`src/rtl/bcd_seg7_display.sv`:
```
// Converts a 16-bit unsigned value to five BCD digits with a one-step-per-cycle
// double-dabble engine and scans them onto a 5-digit multiplexed 7-segment display.
module bcd_seg7_display #(
  parameter int SCAN_DIV       = 50000,
  parameter bit SEG_ACTIVE_LOW = 1'b1,
  parameter bit AN_ACTIVE_LOW  = 1'b1
) (
  input  logic        clk,
  input  logic        reset,
  input  logic [15:0] value,
  output logic [6:0]  seg,
  output logic [4:0]  an,
  output logic [19:0] bcd_out,
  output logic        busy
);

  typedef enum logic [1:0] {IDLE, CONV, LATCH} state_t;

  localparam int PW = (SCAN_DIV > 1) ? $clog2(SCAN_DIV) : 1;

  state_t      state;
  logic [15:0] last_value;
  logic [15:0] bin;
  logic [19:0] acc;
  logic [19:0] acc_adj;
  logic [3:0]  iter;

  logic [PW-1:0] prescale;
  logic [2:0]    digit_sel;

  logic [4:0] blank;
  logic [3:0] nib;
  logic       blank_sel;
  logic [4:0] onehot;
  logic [6:0] pattern;

  // Add-3 correction applied to every nibble before each shift.
  genvar gi;
  generate
    for (gi = 0; gi < 5; gi++) begin : g_adj
      assign acc_adj[4*gi +: 4] = (acc[4*gi +: 4] >= 4'd5) ? acc[4*gi +: 4] + 4'd3
                                                            : acc[4*gi +: 4];
    end
  endgenerate

  always_ff @(posedge clk or posedge reset) begin
    if (reset) begin
      state      <= IDLE;
      last_value <= '0;
      bin        <= '0;
      acc        <= '0;
      iter       <= '0;
      bcd_out    <= '0;
      busy       <= 1'b0;
    end else begin
      case (state)
        IDLE: begin
          if (value != last_value) begin
            bin        <= value;
            acc        <= '0;
            last_value <= value;
            busy       <= 1'b1;
            iter       <= '0;
            state      <= CONV;
          end
        end
        CONV: begin
          {acc, bin} <= {acc_adj, bin} << 1;
          iter       <= iter + 4'd1;
          if (iter == 4'd15) state <= LATCH;
        end
        LATCH: begin
          bcd_out <= acc;
          busy    <= 1'b0;
          state   <= IDLE;
        end
        default: state <= IDLE;
      endcase
    end
  end

  always_ff @(posedge clk or posedge reset) begin
    if (reset) begin
      prescale  <= '0;
      digit_sel <= '0;
    end else if (prescale == PW'(SCAN_DIV - 1)) begin
      prescale  <= '0;
      digit_sel <= (digit_sel == 3'd4) ? 3'd0 : digit_sel + 3'd1;
    end else begin
      prescale <= prescale + 1'b1;
    end
  end

  // A digit is blank when it and every more significant nibble are zero.
  assign blank[0] = 1'b0;
  generate
    for (gi = 1; gi < 5; gi++) begin : g_blank
      assign blank[gi] = (bcd_out[19:4*gi] == '0);
    end
  endgenerate

  always_comb begin
    nib       = 4'd0;
    blank_sel = 1'b0;
    onehot    = 5'b00000;
    case (digit_sel)
      3'd0: begin nib = bcd_out[3:0];   blank_sel = blank[0]; onehot = 5'b00001; end
      3'd1: begin nib = bcd_out[7:4];   blank_sel = blank[1]; onehot = 5'b00010; end
      3'd2: begin nib = bcd_out[11:8];  blank_sel = blank[2]; onehot = 5'b00100; end
      3'd3: begin nib = bcd_out[15:12]; blank_sel = blank[3]; onehot = 5'b01000; end
      3'd4: begin nib = bcd_out[19:16]; blank_sel = blank[4]; onehot = 5'b10000; end
      default: ;
    endcase
  end

  always_comb begin
    pattern = 7'b0000000;
    case (nib)
      4'd0: pattern = 7'b0111111;
      4'd1: pattern = 7'b0000110;
      4'd2: pattern = 7'b1011011;
      4'd3: pattern = 7'b1001111;
      4'd4: pattern = 7'b1100110;
      4'd5: pattern = 7'b1101101;
      4'd6: pattern = 7'b1111101;
      4'd7: pattern = 7'b0000111;
      4'd8: pattern = 7'b1111111;
      4'd9: pattern = 7'b1101111;
      default: pattern = 7'b0000000;
    endcase
    if (blank_sel) pattern = 7'b0000000;
  end

  assign seg = SEG_ACTIVE_LOW ? ~pattern : pattern;
  assign an  = AN_ACTIVE_LOW  ? ~onehot  : onehot;

endmodule

```
`config.mk`:
```
export PLATFORM = sky130hd
export DESIGN_NAME = bcd_seg7_display
export DESIGN_NICKNAME = d
export VERILOG_FILES = /design/src/rtl/bcd_seg7_display.sv
export SDC_FILE = /design/constraint.sdc
export NUM_CORES = 1
export LEC_CHECK = 0
export ABC_AREA = 1
export BUFFER_PORTS_ARGS = -buffer_cell sky130_fd_sc_hd__buf_2
export CAP_MARGIN = 15
export CORE_ASPECT_RATIO = 1.75
export CORE_MARGIN = 2
export CORE_UTILIZATION = 44
export CTS_BUF_LIST = sky130_fd_sc_hd__clkbuf_4 sky130_fd_sc_hd__clkbuf_8
export DETAILED_ROUTE_END_ITERATION = 6
export PLACE_DENSITY = 0.62
export SETUP_SLACK_MARGIN = 0.3
export SYNTH_ARGS = -nofsm -noshare
export SYNTH_HDL_FRONTEND = slang
export SYNTH_SLANG_ARGS = --single-unit
```
`constraint.sdc`:
```
create_clock -name clk -period 3.3 [get_ports clk]
set_clock_uncertainty 0.05 [all_clocks]
set_input_delay 0 -clock clk [delete_from_list [all_inputs] [get_ports clk]]
set_output_delay 0 -clock clk [all_outputs]
set_load 0.02 [all_outputs]
```
# Yosys cells after proc, flatten, opt, wreduce, memory -nomap -nowiden
# Memories as Yosys holds them, arrays and structs flattened.
# Cells that the tools add are included.
# W data, S select, Z words.
[totals] ff_bits=98 inputBits=18 out_inout_bits=33 wordCells=70 romBits=112 mem_count=1
[op_classes] add_sub_neg=8 n_bitwise=2 n_eq_ne=11 mux=22 n_reduce_logical=12 order_cmp=5
[mem_list] name="(no name shown)" words=16 word_bits=7 read_ports=1 rd_ports_with_merged_regs=0 wr=0 line_no="118" rtl="case (nib)"
[op_table] operator="$pmux W20 S2" count=1
[op_table] operator="$mux W16" count=2
[op_table] operator="$pmux W16 S2" count=1
[op_table] operator="$pmux W5 S5" count=1
[op_table] operator="$ge A4 B3 Y1 const B" count=5
[op_table] operator="$mux W20" count=1
[op_table] operator="$mux W4" count=5
[op_table] operator="$pmux W4 S5" count=1
[op_table] operator="$add A16 B1 Y16 const B" count=1
[op_table] operator="$add A4 B2 Y4 const B" count=4
[op_table] operator="$eq A16 B16 Y1 const B" count=1
[op_table] operator="$logic_not A16 Y1" count=1
[op_table] operator="$ne A16 B16 Y1" count=1
[op_table] operator="$logic_not A12 Y1" count=1
[op_table] operator="$logic_not A8 Y1" count=1
[op_table] operator="$pmux W4 S2" count=1
[op_table] operator="$reduce_and A2 Y1" count=4
[op_table] operator="$mux W7" count=1
[op_table] operator="$not A7 Y7" count=1
[op_table] operator="$eq A3 B2 Y1 const B" count=2
[op_table] operator="$mux W3" count=2
[op_table] operator="$not A5 Y5" count=1
[op_table] operator="$add A4 B1 Y4 const B" count=1
[op_table] operator="$eq A4 B4 Y1 const B" count=1
[op_table] operator="other kinds (16)" count=19

# Longest topological paths before layout
# Gate-level depths: netlist of run 1.
# An unclocked memory read counts as a cell.
[logic_depth] ltp_word=5 depth_mapped=16 ltp_nobuf=16

# Worst setup path after synthesis of run 1
# Ideal clock, no wire load.
[synth_path] path_type="reg2out" start="reg digit_sel[1]" end="out seg[4]" t_required_ns=3.250 setup_slack_ns=1.327 path_buffers=0 t_arrival_ns=1.923 stages_incl_launch_ff=17 path_cell_list="dfrtp_1 -> inv_1 -> ha_1 -> inv_1 -> nor2_1 -> inv_1 -> nor2_1 -> nor2_1 -> nand2_1 -> nand2_1 -> inv_1 -> ha_1 -> inv_1 -> nand3_1 -> nand2_1 -> nand2_1 -> nand3_1"
[synth_between] elab_chain_cells=5 elab_cells_between_ends=10 cone_classes="eq/ne (4); mux (3); bitwise (1); reduce/logical (1); memory (1)"
[synth_rtl] item="start, declared" line_no="29" rtl="logic [2:0] digit_sel;"
[synth_rtl] item="start signal, assigned" line_no="88" rtl="digit_sel <= (digit_sel == 3'd4) ? 3'd0 : digit_sel + 3'd1;"
[synth_rtl] item="$eq A3 B3 Y1, or another cell as far along" line_no="106" rtl="case (digit_sel)"
[synth_rtl] item="$pmux W4 S5" line_no="106"
[synth_rtl] item="$mem_v2 Z16 W7"
[synth_rtl] item="$mux W7 (*)" line_no="131" rtl="if (blank_sel) pattern = 7'b0000000;"
[synth_rtl] item="$not A7 Y7 (*)" line_no="134" rtl="assign seg = SEG_ACTIVE_LOW ? ~pattern : pattern;"
[synth_rtl] item="end, declared" line_no="11" rtl="output logic [6:0] seg,"
# Every way passes the cells marked *; elsewhere a longest branch is shown, timed or not.

# Worst setup path after layout of run 1
[layout_path] start="reg digit_sel[0]" end="out seg[4]"
# The elaborated chain is that of the path after synthesis.

==> results.ini, run 1 <==
[run_status]
status = finished clean

[timing]
max_freq_mhz = 383
setup_tns_ns = 0
period_needed_ns = 2.61
slew_viol_final = 0
hold_violations = 0
rsz0062_at_grt = no
max-slew-margin-rel_pct = 48.5
period_share_pct = 79.1
hold_slack_ns = 0.155
worst-slew-pin-transition_ns = 0.771
setup_violations = 0

[setup_path]
critical-path-slowest-cell = dfrtp_1
cp.required_ns = 3.25
cpMostUsedCell = nand2_1
cp-end-kind = output port
slowest_delay_ns = 0.41
cp_data_arrival_time_ns = 2.56
timing_worst_setup_path_type = reg -> out
crit_chain = inv_1 -> ha_1 -> inv_1 -> nor2_1 -> nand2_1 -> nand2_1 -> inv_1 -> nand2_1 -> nand2_1 -> inv_1 -> ha_1 -> inv_1 -> nand3_1 -> nand2_1 -> nand2_1 -> nand3_1 -> buf_2
critPathMaxFanout = 5
start_kind = flip-flop

[run]
cap_violations = 0

[detailed_routing]
drt_iter0_drc = 235
postRouteAntennaNets = 0
drcViolationCount = 0
first_pass_iters = 5
routed_via_density = 4.95
dr_total_vias = 4894
wl_per_cell_um = 12.2
drt-total-wl_mm = 12.1

[global_routing]
track_usage_pct = 18.9
grt_first_pass_wirelength_mm = 20.4
antenna_found_initial = 0
grt_pass1_vias = 4626
gr-total-overflow = 0
grt_max_degree = 42

[finish]
syn_to_final_growth_pct = 15.2
post-route-util_pct = 51.5
design_area_um2 = 6330
drive_above_1_share_pct = 10.4
fin_nets = 856
antenna_cells = 0
fillers = 1251

[power]
power.switching_mw = 2.40
pwr-share-seq_pct = 37.2
sw_frac_of_total_pct = 43.4
vdd_ir_drop_max_mv = 0.485
powerDensity_nw_per_um2 = 872
p_int_mw = 3.12
comb_power_share_pct = 44.3
leakage_nw = 3.46
pwr-share-clk_pct = 18.5

[clock_network]
clock_latency_ns = 0.37
cts-root-buf = clkbuf_8
clockBufferDepth = 2
cts.sinks = 98
cts_tree = yes
clkTransAtPathRegs_ns = 0.09
postCtsSetupBuffers = 0
cts-hold-fix-buffers = 17
numCtsBuffers = 9
cts_resized = 0
cts_max_level = 3

[logic_synthesis]
synth_top_cell_by_area = dfrtp_1
synth.top_cells.by_area = dfrtp_1 45%, nand2_1 16%, inv_1 7.3%
synth_nets = 794
async_reset_ff_share_pct = 100
synth_top_area_share_pct = 44.6
yosysSeqAreaShare_pct = 44.6
ys_seq_elements = 98
syn_area_per_cell_um2 = 7.29
yosysUniqueCellTypes = 30
netlist_area_um2 = 5490
syn_inst = 754
yosysWarnings = 0
synthFlopType = dfrtp_1
synth_edf_count = 0

[floorplan]
ios = 51
die_w_um = 88.5
initial_core_util_pct = 44.7
die_h_um = 152
core.rowCount = 54
dieArea_um2 = 13400
core-area_um2 = 12300

[hold_path]
hold_path_class = in -> async

[placed_design]
hpwlAfterDp_mm = 8.97
placed_cell_area_um2 = 5880
io_buffers = 50
place_congestion = 0.917

## stage by stage
stage	std cells	worst slack, ns	total power, mW
3_5_place_dp	955	1.07	4.53
2_1_floorplan	754	0.688	3.88
6_report	989	0.689	5.52
3_3_place_gp	955	1.17	4.42
5_1_grt	989	0.353	6.05
4_1_cts	988	0.648	5.59
## critical path, delay by kind of cell (launching register included)
kind                     cells  cell delay (ns)
AND/OR/NAND/NOR              9             0.85
adder cells (fa/ha/maj)      2             0.37
buffers and inverters        6             0.54
flip-flops                   1             0.41
## power groups by stage
stage / registers (mW) / logic, mW / clock network [mW]
after detailed placement: 2.07 / 2.45 / 0
after global routing: 2.12 / 2.84 / 1.09
after CTS: 2.05 / 2.48 / 1.06
final: 2.05 / 2.44 / 1.02
after global placement: 2.06 / 2.36 / 0
after floorplan: 2.12 / 1.76 / 0
## kinds of logic after synthesis
family          share of synthesized area (%)
flops                                    44.6
buf+inv                                  9.91
xor+xnor                                 1.12
compound gates                           10.3
fa+ha+maj                                5.01
simple gates                             29.0
## layout by cell type (no fill, tap or decap), types with 9 or more instances in the layout
master and n:
nand4_1 9, a21oi_1 20, dfrtp_1 98, inv_1 106
o21ai_0 77, ha_1 22, dlygate4sd3_1 17, buf_2 50
nor2_1 54, clkbuf_8 9, nand2_1 240, nand3_1 68
## cell usage after synthesis (6+ instances only)
cell type	number
nor3_1	6
ha_1	22
nor2_1	54
inv_1	107
nand2_1	241
clkbuf_1	8
nand3_1	68
buf_4	6
dfrtp_1	98
a21oi_1	20
nand4_1	9
o21ai_0	77
xor2_1	6
## per-layer routing
metal	global-route usage [%]	routed length (µm)
met2	34.3	6440
met4	7.14	290
met1	21.8	5050
met5	0	0
met3	2.72	330
## cell type report
class	count	area, µm²	area share (%)
clock buffers	10	131	2.08
clock inverters	6	138	2.17
inverters	111	419	6.62
multi-input cells	522	2500	39.5
flip-flops and latches	98	2450	38.7
well taps	168	210	3.32
repair buffers	74	480	7.59
## registers in the layout, summed over array words and instances, names as in the netlist
name        flops
acc            20
bcd_out        20
bin            16
last_value     16
prescale       16
iter            4
digit_sel       3
state           2
busy            1
## final timing paths
check	endpoint	depth (start not counted)	from	slack (ns)
worst min-delay path	prescale[4]	3	reset	0.16
min in group clk	last_value[12]	4	value[12]	0.42
max in group asynchronous	last_value[2]	4	reset	2.24
worst max register to register	bin[5]	10	last_value[14]	1.16
worst min register to register	prescale[0]	1	prescale[0]	0.43
worst max-delay path	seg[4]	17	digit_sel[0]	0.69
No activity file was read; power rests on OpenSTA's default activity.
==> inputs of run 2 (changes only) <==
Clock period 3.3 ns to 2.7 ns, I/O delays scaled along.
==> run 2 against run 1 <==
  * Cell area grew 1.5%
  * Count of clock-buffer cells in the layout increased by 3
  * Total power up 20%
  * Wire length down 0.74%
  * First-iteration DRC count decreased by 14%
  * Cell count grew 0.51%
  * Critical path depth shrank 1
  * Worst hold slack better by 0.14 ns
  * Clock power grew 5%
  * Combinational power up 25%
  * Global-route usage rose by 0.26 points
  * Critical endpoint is now seg[6]
==> results.ini, run 2 (synthesized netlist as in run 1, its figures left out) <==
[run_status]
status = finished clean

[clock_network]
clock_latency_ns = 0.36  ; about the same
cts_max_level = 3  ; unchanged
cts_tree = yes
numCtsBuffers = 9  ; unchanged
cts.sinks = 98  ; unchanged
clkTransAtPathRegs_ns = 0.10  ; about the same
clockBufferDepth = 2  ; unchanged
cts-root-buf = clkbuf_8

[timing]
hold_violations = 0  ; unchanged
period_needed_ns = 2.33
worst-slew-pin-transition_ns = 0.844  ; +0.0725 ns
setup_tns_ns = 0  ; unchanged
max_freq_mhz = 430
setup_violations = 0  ; unchanged
period_share_pct = 86.1
slew_viol_final = 0  ; unchanged
max-slew-margin-rel_pct = 43.6  ; -4.9 points
hold_slack_ns = 0.293  ; +0.138 ns
rsz0062_at_grt = yes

[finish]
syn_to_final_growth_pct = 17.0
fin_nets = 862  ; +0.70%
drive_above_1_share_pct = 13.8  ; +3.4 points
fillers = 1216  ; -2.8%
layout_common_cells = 235 x nand2_1, 99 x inv_1, 97 x dfrtp_1
fin_cells = 994  ; +0.51%
design_area_um2 = 6430  ; +1.5%
top_regs = acc (20), bcd_out (20)
final_common_cell = nand2_1
antenna_cells = 0  ; unchanged

[power]
powerDensity_nw_per_um2 = 1030  ; +19%
power.switching_mw = 2.91  ; +21%
sw_frac_of_total_pct = 43.7  ; +0.27 points
power.total_mw = 6.65  ; +20%
pwr-share-clk_pct = 16.1  ; -2.4 points
vdd_ir_drop_max_mv = 0.532  ; +9.8%
leakage_nw = 3.46  ; about the same
p_int_mw = 3.74  ; +20%
comb_power_share_pct = 46.0  ; +1.7 points
pwr-share-seq_pct = 37.9  ; +0.7 points

[global_routing]
met1_usage_pct = 23.0  ; +1.2 points
grt_max_degree = 42  ; unchanged
gr-total-overflow = 0  ; unchanged
grt_first_pass_wirelength_mm = 20.9  ; +2.4%
grt_util_met3_pct = 2.61  ; -0.11 points
track_usage_pct = 19.2  ; +0.26 points
antenna_found_initial = 0  ; unchanged
grt_use_met2_pct = 33.6  ; -0.64 points
grt_pass1_vias = 4709  ; +1.8%
top_usage_layer = met2

[setup_path]
cp-end-kind = output port
crit_buf_inv = 5  ; -1
start_kind = flip-flop
slowest_delay_ns = 0.42  ; about the same
cp_data_arrival_time_ns = 2.28  ; -0.28 ns
critical-path-slowest-cell = dfrtp_1
critPathMaxFanout = 5  ; unchanged
cp.required_ns = 2.65  ; -0.60 ns
crit_family = simple AND/OR/NAND/NOR gates
cpMostUsedCell = nand2_1
crit_chain = inv_2 -> ha_2 -> nand2_2 -> inv_2 -> nand2_1 -> nand2_1 -> nor2_1 -> nand2_1 -> nand2_2 -> inv_2 -> ha_1 -> inv_1 -> nand2_1 -> nand3_1 -> nand2_1 -> buf_2
timing_worst_setup_path_type = reg -> out

[detailed_routing]
first_pass_iters = 4  ; -1
postRouteAntennaNets = 0  ; unchanged
routed_via_density = 4.94  ; -0.24%
dr_total_vias = 4907  ; +0.27%
drcViolationCount = 0  ; unchanged
drt-total-wl_mm = 12.0  ; -0.74%
wl_per_cell_um = 12.1  ; -1.2%
drt_iter0_drc = 202  ; -14%

[floorplan]
core.rowCount = 54  ; unchanged
ios = 51  ; unchanged
die_h_um = 152  ; unchanged
dieArea_um2 = 13400  ; unchanged
core-area_um2 = 12300  ; unchanged
die_w_um = 88.5  ; unchanged
initial_core_util_pct = 44.7  ; unchanged

[placed_design]
placed_cell_area_um2 = 5910  ; +0.62%
hpwlAfterDp_mm = 8.88  ; -0.99%
io_buffers = 50  ; unchanged
place_inst = 958  ; +0.31%
place_congestion = 0.911  ; -0.62%

[hold_path]
hold_path_class = in -> async

[run]
cap_violations = 0  ; unchanged

run 2: layout make-up:
class                      count  area [µm²]  area share [%]
tap                          168         210            3.27
multi-input combinational    522        2570            40.1
sequential                    98        2450            38.2
timing repair buffer          80         538            8.37
clock buffer                  13         166            2.59
inverter                     111         423            6.58
clock inverter                 2        60.1           0.935
run 2: repair_timing:
action | in CTS | in global routing
buffers inserted | 0 | 4
endpoints found under the setup margin | 7 | 7
hold buffers | 17 | 0
hold endpoints to repair | 62 | 0
gates resized for setup | 9 | 25
pin swaps | 0 | 6
run 2: worst reg2reg max path, stage by stage (launching register included):
cell     delay [ns]
dfrtp_1        0.38
inv_1          0.05
nand2_1        0.07
nand2_1        0.05
nor2_1         0.14
nand2_1        0.07
nor2_1         0.10
nand2_1        0.08
nand2_2        0.25
buf_4          0.38
nand3_1        0.12
nand2_1        0.09
run 2: power groups by stage:
| stage | clock network, mW | registers [mW] | logic (mW) |
|---|---|---|---|
| finish | 1.07 | 2.52 | 3.06 |
| global route | 1.16 | 2.62 | 3.57 |
| CTS | 1.11 | 2.52 | 3.04 |
| detailed placement | 0 | 2.55 | 3.00 |
| global placement | 0 | 2.52 | 2.90 |
| floorplan | 0 | 2.59 | 2.16 |
run 2: final timing paths:
check	startpoint	endpoint	slack, ns	cells past startpoint
max	digit_sel[0]	seg[6]	0.37	16
min	reset	last_value[15]	0.29	3
max reg2reg	last_value[3]	bin[2]	0.81	11
min reg2reg	prescale[0]	prescale[0]	0.42	1
max in group asynchronous	reset	bcd_out[7]	1.49	4
min in group clk	prescale[0]	prescale[0]	0.42	1
run 2: through the flow:
stage	util [%]	worst slack (ns)
after floorplan	-	0.727
after global placement	48.1	0.640
after detailed placement	48.1	0.501
after CTS	51.5	0.289
after global routing	52.3	0.177
final	52.3	0.374
run 2: per-layer routing:
metal  share of wire, %  vias up
met5                  0        -
met4                2.5        0
met3                2.5       18
met2                 54       85
met1                 41     2297
li1                   -     2507
